===== src/rtl/ic_refill_ctrl.sv =====
// Instruction-cache refill controller: issues one DDR burst read on a miss, drains the
// DDR-to-icache FIFO and writes the returned instructions into the cache RAM.
module ic_refill_ctrl #(
    parameter int unsigned DDR_ADDR_WIDTH   = 28,
    parameter int unsigned ISA_WIDTH        = 30,
    parameter int unsigned ISA_DEPTH        = 72,
    parameter int unsigned CACHE_ADDR_WIDTH = 7
) (
    input  logic                        clk,
    input  logic                        rst,
    input  logic                        miss_req,
    input  logic [DDR_ADDR_WIDTH-1:0]   miss_addr,
    output logic                        ins_read_req,
    output logic [DDR_ADDR_WIDTH-1:0]   ins_read_addr,
    output logic [7:0]                  ins_read_len,
    input  logic                        ins_reading,
    input  logic [ISA_WIDTH+8:0]        fifo_dout,
    input  logic                        fifo_empty,
    output logic                        fifo_rd_en,
    output logic                        cache_wr_en,
    output logic [CACHE_ADDR_WIDTH-1:0] cache_wr_addr,
    output logic [ISA_WIDTH-1:0]        cache_wr_data,
    output logic                        busy,
    output logic                        refill_done,
    output logic                        refill_err
);

    localparam logic [7:0] DEPTH = 8'(ISA_DEPTH);

    typedef enum logic [2:0] {StIdle, StReq, StWait, StDrain, StDone} state_e;

    state_e                    state_q, state_d;
    logic [7:0]                cnt_q, cnt_d;
    logic                      rd_pend_q, rd_pend_d;
    logic                      err_q, err_d;
    logic [DDR_ADDR_WIDTH-1:0] addr_q, addr_d;
    logic [7:0]                len_q, len_d;

    // FIFO entry fields: {ins, rd_cnt, valid}
    logic [ISA_WIDTH-1:0] ent_ins;
    logic [7:0]           ent_cnt;
    logic                 ent_valid;

    assign ent_ins   = fifo_dout[ISA_WIDTH+8:9];
    assign ent_cnt   = fifo_dout[8:1];
    assign ent_valid = fifo_dout[0];

    assign ins_read_addr = addr_q;
    assign ins_read_len  = len_q;
    assign refill_err    = err_q;

    // State and datapath registers; async reset returns to idle with everything cleared
    always_ff @(posedge clk or posedge rst) begin
        if (rst) begin
            state_q   <= StIdle;
            cnt_q     <= 8'd0;
            rd_pend_q <= 1'b0;
            err_q     <= 1'b0;
            addr_q    <= '0;
            len_q     <= 8'd0;
        end else begin
            state_q   <= state_d;
            cnt_q     <= cnt_d;
            rd_pend_q <= rd_pend_d;
            err_q     <= err_d;
            addr_q    <= addr_d;
            len_q     <= len_d;
        end
    end

    // Next-state, FIFO read handshake, entry processing and outputs
    always_comb begin
        state_d       = state_q;
        cnt_d         = cnt_q;
        rd_pend_d     = 1'b0;
        err_d         = err_q;
        addr_d        = addr_q;
        len_d         = len_q;
        ins_read_req  = 1'b0;
        fifo_rd_en    = 1'b0;
        cache_wr_en   = 1'b0;
        cache_wr_addr = '0;
        cache_wr_data = '0;
        busy          = (state_q != StIdle);
        refill_done   = 1'b0;

        // One read in flight at most; stop pulling once the block is complete
        if ((state_q == StWait || state_q == StDrain) && !fifo_empty && !rd_pend_q &&
            (cnt_q != DEPTH)) begin
            fifo_rd_en = 1'b1;
            rd_pend_d  = 1'b1;
        end

        // Entry read last cycle is now on fifo_dout; out-of-range still counts so we terminate
        if (rd_pend_q && ent_valid) begin
            cnt_d = cnt_q + 8'd1;
            if (ent_cnt < DEPTH) begin
                cache_wr_en   = 1'b1;
                cache_wr_addr = ent_cnt[CACHE_ADDR_WIDTH-1:0];
                cache_wr_data = ent_ins;
            end else begin
                err_d = 1'b1;
            end
        end

        case (state_q)
            StIdle: begin
                if (miss_req) begin
                    addr_d  = miss_addr;
                    len_d   = DEPTH;
                    cnt_d   = 8'd0;
                    err_d   = 1'b0;
                    state_d = StReq;
                end
            end
            StReq: begin
                ins_read_req = 1'b1;
                if (ins_reading) begin
                    state_d = StWait;
                end
            end
            StWait: begin
                if (fifo_rd_en) begin
                    state_d = StDrain;
                end
            end
            StDrain: begin
                if (cnt_q == DEPTH) begin
                    state_d = StDone;
                end
            end
            StDone: begin
                refill_done = 1'b1;
                state_d     = StIdle;
            end
            default: state_d = StIdle;
        endcase
    end

endmodule


===== config.mk =====
export PLATFORM = sky130hd
export DESIGN_NAME = ic_refill_ctrl
export DESIGN_NICKNAME = d
export VERILOG_FILES = /design/src/rtl/ic_refill_ctrl.sv
export SDC_FILE = /design/constraint.sdc
export NUM_CORES = 1
export LEC_CHECK = 0
export ABC_CLOCK_PERIOD_IN_PS = 1690
export CAP_MARGIN = 20
export CORE_AREA = 4 4 84 86
export DETAILED_ROUTE_END_ITERATION = 7
export DIE_AREA = 0 0 88 90
export PLACE_DENSITY = 0.79
export SLEW_MARGIN = 40
export SYNTH_ARGS = -nofsm -noshare
export SYNTH_HDL_FRONTEND = slang
export SYNTH_SLANG_ARGS = --single-unit

===== constraint.sdc =====
create_clock -name clk -period 1.69 [get_ports clk]
set_input_delay 0.169 -clock clk [delete_from_list [all_inputs] [get_ports clk]]
set_output_delay 0.169 -clock clk [all_outputs]
set_load 0.05 [all_outputs]

## After elaboration in Yosys (flattened, before gate mapping)

Index checks and enable logic that the tools add are counted.

- Bits in registers: 42
- Bits of input ports: 72
- Output and inout bits: 79
- Word-level logic and storage cells: 50

- $add $sub $neg: 1
- $lt $le $gt $ge: 1
- Equality and inequality tests: 10
- Multiplexer cells: 21
- Reduce and logical (&&, ||, !) cells: 11

Operators by type and width:

| kind | count |
|---|---|
| 2-to-1 mux 30 bit | 2 |
| 2-to-1 mux 8 bit | 3 |
| 2-to-1 mux 7 bit | 2 |
| 2-to-1 mux 3 bit | 4 |
| case mux 3 bit (4 select lines) | 1 |
| 2-to-1 mux 1 bit | 9 |
| adder 8 x 1 -> 8 bit (second input constant) | 1 |
| equality test 8 x 7 -> 1 bit (second input constant) | 1 |
| < comparator 8 x 7 -> 1 bit (second input constant) | 1 |
| inequality test 8 x 7 -> 1 bit (second input constant) | 1 |
| equality test 3 x 2 -> 1 bit (second input constant) | 2 |
| inequality test 2 bit (second input constant) | 3 |
| logical AND 1 bit | 4 |
| AND reduction 4 bit | 1 |
| equality test 3 x 1 -> 1 bit (second input constant) | 1 |
| equality test 3 bit (second input constant) | 1 |
| logical NOT 3 bit | 1 |
| nonzero test 3 bit | 1 |
| logical NOT 1 bit | 2 |
| inequality test 2 x 1 -> 1 bit (second input constant) | 1 |
| AND reduction 2 bit | 1 |
| logical OR 1 bit | 1 |

## Depth between registers and ports, before layout

Gate-level depths: netlist (run 1).

- Depth in word-level cells: 8
- Mapped depth: 5

## Worst setup path before layout (run 1)

Ideal clock, no wire load.

- Kind: register to output
- Start: register state_q[1]
- End: output port ins_read_req
- Arrival time: 1696 ps
- Required time: 1521 ps
- Slack: -175 ps
- Stages on the path, launching flop included: 3
- Buffers on the path: 1
- Cells stage by stage: dfrtp_1 -> clkbuf_2 -> nor3b_1

- Longest elaborated chain between the ends: 2

Ends and longest elaborated chain:

| element | RTL line | text |
|---|---|---|
| from (decl) | 32 | `state_e state_q, state_d;` |
| from (signal assigned) | 55 | `state_q <= StIdle;` |
| from (signal assigned) | 62 | `state_q <= state_d;` |
| equality test 3 x 1 -> 1 bit | 106 | `case (state_q)` |
| 2-to-1 mux 1 bit | 106 |  |
| to (decl) | 13 | `output logic ins_read_req,` |

No other way between the ends.

## Worst setup path after layout (run 1)

- Start: input port fifo_dout[5]
- End: output port cache_wr_data[11]

- Longest elaborated chain between the ends: 3

Ends and longest elaborated chain:

| element | RTL line | text |
|---|---|---|
| from (decl) | 17 | `input logic [ISA_WIDTH+8:0] fifo_dout,` |
| < comparator 8 x 7 -> 1 bit | 97 | `if (ent_cnt < DEPTH) begin` |
| 2-to-1 mux 30 bit | 97 |  |
| 2-to-1 mux 30 bit | 95 | `if (rd_pend_q && ent_valid) begin` |
| to (decl) | 22 | `output logic [ISA_WIDTH-1:0] cache_wr_data,` |

No other way between the ends.

==> impl_metrics.json, run 1 <==
{
  "grt_usage_pct": 19.8,
  "fp.dieW_um": 88,
  "antenna_found_initial": 0,
  "drt_iter0_markers": 104,
  "htree_levels": 2,
  "dieArea_mm2": 0.00792,
  "core_region_area_mm2": 0.00628,
  "hold_viol_final": 0,
  "start_util_pct": 34.3,
  "cp-start-kind": "input port",
  "violations": "setup timing",
  "cts_buffers": 5,
  "dp_slack_ns": -0.185,
  "power_switching_mw": 2.80,
  "grt-ovfl-total": 0,
  "min_period_ns": 1.77,
  "power.total_mw": 5.88,
  "grt_max_degree": 38,
  "synthCells": 242,
  "synth_area_leaders": "dfrtp_1 (49%), nand2_1 (15%), and2_1 (11%)",
  "cts_tree": "built",
  "dpl.hpwl_um": 5860,
  "nNetsFinal": 481,
  "ys_seq_elements": 42,
  "max-cap-violations": 0,
  "synth_warnings": 0,
  "syn_avg_cell_area_um2": 8.91,
  "critical_path_class": "in -> out",
  "num_rows": 29,
  "avgViaCountPerCell": 4.58,
  "final.setup_skew_ns": 0.00320,
  "wirelength_um": 8170,
  "yosysTopAreaCellShare_pct": 48.8,
  "dr.pass1.iters": 4,
  "worstMarginPinSlew_ns": 0.557,
  "status": "finished with violations",
  "peakVddDrop_v": 0.00118,
  "ys_types": 35,
  "via_count": 2220,
  "wire_per_inst_um": 16.8,
  "clk_pin_slew_ns": 0.08,
  "fin_crit_sh_pct": 104,
  "crit_arrival_ns": 1.60,
  "grt_pass1_wl_um": 12300,
  "relSlewSlack_pct": 62.6,
  "switching_share_pct": 47.6,
  "clk-insertion-delay-late_ns": 0.29,
  "leakagePower_nw": 2.05,
  "place_congestion": 0.825,
  "die_y_um": 90,
  "drive_above_1_share_pct": 31.9,
  "antenna_cells": 0,
  "timing.final.ws_setup_ns": -0.0753,
  "p_comb_share_pct": 59.9,
  "setup_viol": 38,
  "clockRootBuffer": "clkbuf_8",
  "io_buffers": 144,
  "cellPowerDensity_mw_per_mm2": 1310,
  "pwr-share-seq_pct": 28.6,
  "endpoint_kind": "output pin",
  "netlist_area_mm2": 0.00216,
  "max_freq_mhz": 566,
  "ios": 151,
  "finalMaxSlewViolations": 0,
  "clkSinkCount": 42,
  "hold_path_class": "in -> async",
  "required_ns": 1.52,
  "cp_max_fo": 5,
  "clockBufferDepth": 2,
  "rsz0062_at_grt": "yes",
  "p_clk_share_pct": 11.5,
  "detail-route-antenna-nets": 0,
  "ys_seq_area_share_pct": 48.8,
  "drc": 0,
  "synth.largest_area_cell": "dfrtp_1",
  "power.internal_mw": 3.08,
  "grt_pass1_vias": 2280,
  "area_growth_pct": 109
}
worst max-delay path, stage by stage:
cell	delay, ns
clkdlybuf4s15_1	0.20
o31a_1	0.36
nor3_4	0.25
buf_6	0.19
clkbuf_16	0.15
and2_4	0.14
buf_12	0.13
cell families after synthesis:
logic type / after synthesis / synth area share, %
buffers and inverters: 24 / 8.18
flip-flops: 42 / 48.8
AO/OA/AOI/OAI: 15 / 4.35
other: 1 / 0.174
adder cells (fa/ha/maj): 2 / 1.16
AND/OR/NAND/NOR: 156 / 36.6
XOR/XNOR: 2 / 0.813
Yosys cell counts (all sizes together):
| cell type | number |
|---|---|
| or4b | 1 |
| nand4b | 1 |
| a21oi | 6 |
| nand3 | 4 |
| inv | 4 |
| nor3 | 2 |
| nor3b | 2 |
| ha | 2 |
| or4 | 2 |
| nor4b | 2 |
| dfrtp | 42 |
| nor2b | 3 |
| clkbuf | 1 |
| a2111oi | 1 |
| a211oi | 1 |
| and4b | 1 |
| and2 | 37 |
| o21ai | 3 |
| nand2b | 1 |
| nand4 | 2 |
| o31a | 1 |
| buf | 19 |
| xnor2 | 1 |
| o31ai | 3 |
| or3 | 4 |
| nand2 | 88 |
| xor2 | 1 |
| nor4 | 1 |
| and3b | 1 |
| nor2 | 4 |
| conb | 1 |
power groups by stage:
stage               Combinational (mW)  Sequential [mW]  Clock, mW
global route                      3.70             1.75      0.741
global placement                  3.26             1.68          0
finish                            3.52             1.68      0.678
detailed placement                3.31             1.71          0
CTS                               3.44             1.68      0.690
floorplan                        0.801             2.96          0
metal layers:
layer / share of wire (%) / routed length (um) / GRT usage [%]
met5: 0 / 0 / 0
met4: 2.6 / 214 / 5.12
met3: 5.9 / 483 / 4.30
met2: 53 / 4360 / 34.6
met1: 38 / 3110 / 24.2
final timing paths:
| path | slack, ns | cells after the start | to | startpoint |
|---|---|---|---|---|
| max | -0.08 | 7 | cache_wr_data[11] | fifo_dout[5] |
| min | 0.16 | 2 | ins_read_addr[3]$_DFFE_PP0P_ | rst |
| max reg2reg | 0.13 | 7 | state_q[0]$_DFFE_PP0P_ | cnt_q[0]$_DFF_PP0_ |
| min reg2reg | 0.48 | 2 | ins_read_addr[16]$_DFFE_PP0P_ | ins_read_addr[16]$_DFFE_PP0P_ |
| max in group asynchronous | 1.01 | 3 | state_q[0]$_DFFE_PP0P_ | rst |
| min in group clk | 0.36 | 4 | cnt_q[1]$_DFF_PP0_ | fifo_dout[0] |
metrics by stage:
step	instance area (um^2)	TNS, ns	utilization, %	hold slack, ns	std cells
finish	4500	-1.33	71.7	0.162	485
global route	4500	-2.30	71.7	0.185	485
CTS	4380	-0.0781	69.8	0.173	480
detailed placement	4070	-5.99	64.8	0.462	461
global placement	4070	-3.13	64.8	0.457	461
floorplan	2190	-0.349	-	0.274	247
sequential cells by signal, summed over array words and instances (netlist names):
name	count
ins_read_len	1
cnt_q	8
rd_pend_q	1
refill_err	1
ins_read_addr	28
state_q	3
area by class of cell:
| class | count | area [um^2] |
|---|---|---|
| Clock buffer | 6 | 82.6 |
| Clock inverter | 2 | 12.5 |
| Fill cell | 444 | 1780 |
| Inverter | 4 | 15.0 |
| Multi-Input combinational cell | 181 | 1080 |
| Sequential cell | 42 | 1050 |
| Tap cell | 77 | 96.3 |
| Timing Repair Buffer | 173 | 2160 |
what timing repair did:
item                                    CTS  global route
pin swaps                                 4            23
buffers inserted                          9             3
endpoints found under the setup margin   38            35
endpoints found under the hold margin     0             0
hold buffers                              0             0
gates cloned                              2             2
gates resized for setup                  49            18
cell usage in the layout (no fill, tap or decap), types with 2 or more instances in the layout:
cell type / instances
ha_1: 2
dfrtp_1: 41
conb_1: 6
buf_8: 3
buf_12: 42
dlymetal6s2s_1: 2
nor2_1: 4
nor3b_1: 2
buf_6: 3
clkbuf_16: 2
buf_4: 23
nand4_1: 2
and2_4: 37
inv_1: 2
or4_1: 2
o31ai_1: 3
o21ai_0: 3
nand3_1: 4
nor2b_1: 2
nand2_1: 87
clkdlybuf4s50_1: 93
or3_1: 4
a21oi_1: 6
nor4b_4: 2
clkbuf_8: 6
No activity file was read; power rests on OpenSTA's default activity.
==> inputs of run 2 (changes only) <==
--- a/config.mk
+++ b/config.mk
@@ -7,9 +7,9 @@
 export LEC_CHECK = 0
 export ABC_CLOCK_PERIOD_IN_PS = 1690
 export CAP_MARGIN = 20
-export CORE_AREA = 4 4 84 86
+export CORE_AREA = 2 2 82 84
 export DETAILED_ROUTE_END_ITERATION = 7
-export DIE_AREA = 0 0 88 90
+export DIE_AREA = 0 0 84 86
 export PLACE_DENSITY = 0.79
 export SLEW_MARGIN = 40
 export SYNTH_ARGS = -nofsm -noshare
==> run 2 against run 1 <==
Die area shrank 8.8%. The flow still finishes with violations (setup timing). Clock power grew 13%. Cell area shrank 1.7%. Non-clock buffer count shrank 3. Largest cell class unchanged.
==> impl_metrics.json, run 2 (same netlist as run 1, synthesis figures left out) <==
{
  "status": "finished with violations",
  "violations": "setup timing",
  "layout_commonest_cell": "clkdlybuf4s50_1",
  "largest_register_ffs": 28,
  "finalMaxSlewViolations": 0,
  "cp-start-kind": "input port",
  "clockBufferDepth": 2,
  "clkSinkCount": 42,
  "drt_iter0_markers": 49,
  "power.total_mw": 5.86,
  "core_region_area_mm2": 0.00628,
  "leakagePower_nw": 2.02,
  "area_growth_pct": 105,
  "cellPowerDensity_mw_per_mm2": 1330,
  "dpl.hpwl_um": 5180,
  "antenna_cells": 0,
  "reg2reg_from": "cnt_q[0]$_DFF_PP0_",
  "min_period_ns": 1.72,
  "fin_crit_sh_pct": 102,
  "dieArea_mm2": 0.00722,
  "detail-route-antenna-nets": 0,
  "cpMaxStageDelayCell": "o31a_1",
  "r2r_end": "state_q[0]$_DFFE_PP0P_",
  "max-cap-violations": 0,
  "wire_per_inst_um": 15.1,
  "hold_viol_final": 0,
  "ctsHoldBuffers": 0,
  "grt_pass1_wl_um": 11300,
  "cts_tree": "built",
  "die_y_um": 86,
  "relSlewSlack_pct": 65.1,
  "htree_levels": 2,
  "clockRootBuffer": "clkbuf_8",
  "met1Wirelength_um": 2780,
  "final_util_pct": 70.5,
  "grt_pass1_vias": 2218,
  "highest_layer": "met4",
  "worstMarginPinSlew_ns": 0.521,
  "wirelength_um": 7280,
  "hold_path_class": "in -> async",
  "max_freq_mhz": 581,
  "endpoint_kind": "output pin",
  "start_util_pct": 34.3,
  "setup_viol": 32,
  "nNetsFinal": 478,
  "cts_buffers": 5,
  "drc": 0,
  "rsz0062_at_grt": "yes",
  "drive_above_1_share_pct": 30.6,
  "slowest_delay_ns": 0.34,
  "clk-insertion-delay-late_ns": 0.28,
  "fp.dieW_um": 84,
  "required_ns": 1.52,
  "cp_max_fo": 7,
  "dr.pass1.iters": 4,
  "met3_length_um": 331,
  "peakVddDrop_v": 0.00102,
  "grt-ovfl-total": 0,
  "via_count": 2159,
  "crit_arrival_ns": 1.55,
  "place_congestion": 0.743,
  "io_buffers": 144,
  "whs_ns": 0.220,
  "ios": 151,
  "timing.final.ws_setup_ns": -0.0326,
  "critical_path_class": "in -> out",
  "mostFrequentLayoutCells": "clkdlybuf4s50_1 (93), nand2_1 (87), dfrtp_1 (42), buf_12 (42), and2_4 (37)",
  "avgViaCountPerCell": 4.48,
  "crit_chain": "clkdlybuf4s15_1, o31a_1, nor3_4, buf_4, buf_6, and2_4, buf_12",
  "grt_max_degree": 38,
  "ff2ff_setup_slack_ns": 0.16,
  "antenna_found_initial": 0,
  "grt_usage_pct": 19.6,
  "reg2regPathDepth": 7,
  "clk_pin_slew_ns": 0.08,
  "num_rows": 29,
  "met2_wirelength_um": 4100,
  "final.setup_skew_ns": 0.00690
}
-- run 2: critical path, delay by kind of cell --
kind | cells | cell delay (ns)
AOI/OAI and AO/OA | 1 | 0.34
buffers and inverters | 4 | 0.62
and+or+nand+nor | 2 | 0.41
-- run 2: stage by stage --
stage / instances / area (um^2) / TNS (ns) / setup WS, ns
3_3_place_gp: 462 / 4090 / -4.62 / -0.143
5_1_grt: 482 / 4420 / -2.55 / -0.126
2_1_floorplan: 247 / 2190 / -0.349 / -0.175
4_1_cts: 481 / 4410 / -1.60 / -0.0947
3_5_place_dp: 462 / 4090 / -5.14 / -0.181
6_report: 482 / 4420 / -0.542 / -0.0326
-- run 2: how the worst max path moves through the flow --
stage | to | startpoint | slack [ns] | cells past startpoint
floorplan | ins_read_req | state_q[1]$_DFFE_PP0P_ | -0.17 | 2
global placement | cache_wr_data[24] | fifo_dout[4] | -0.14 | 6
detailed placement | cache_wr_addr[6] | fifo_dout[4] | -0.18 | 6
CTS | cache_wr_data[12] | rd_pend_q$_DFF_PP0_ | -0.09 | 7
global route | fifo_rd_en | cnt_q[0]$_DFF_PP0_ | -0.13 | 7
finish | cache_wr_data[10] | fifo_dout[5] | -0.03 | 7
-- run 2: area by class of cell --
type                            instances  area (um^2)
Tap cell                               77         96.3
Sequential cell                        42         1050
Timing Repair Buffer                  170         2080
Clock inverter                          3         40.0
Clock buffer                            5         68.8
Multi-Input combinational cell        181         1070
Fill cell                             434         1850
Inverter                                4         15.0
-- run 2: where the power goes --
group	total, mW	internal [mW]	switching [mW]
Clock	0.767	0.435	0.332
Sequential	1.68	1.43	0.246
Combinational	3.42	1.26	2.16
-- run 2: timing repair --
item                                    4_1_cts  5_1_grt
setup buffers                                 8        4
endpoints found under the setup margin       38       40
resized for setup                            34       31
pin swaps                                     5       27
gates cloned                                  3        1
-- run 2: per-layer routing --
| layer | vias up | global-route usage [%] |
|---|---|---|
| li1 | 1077 | - |
| met1 | 1017 | 23.6 |
| met2 | 59 | 36.1 |
| met3 | 6 | 3.56 |
| met4 | 0 | 5.13 |
| met5 | - | 0 |
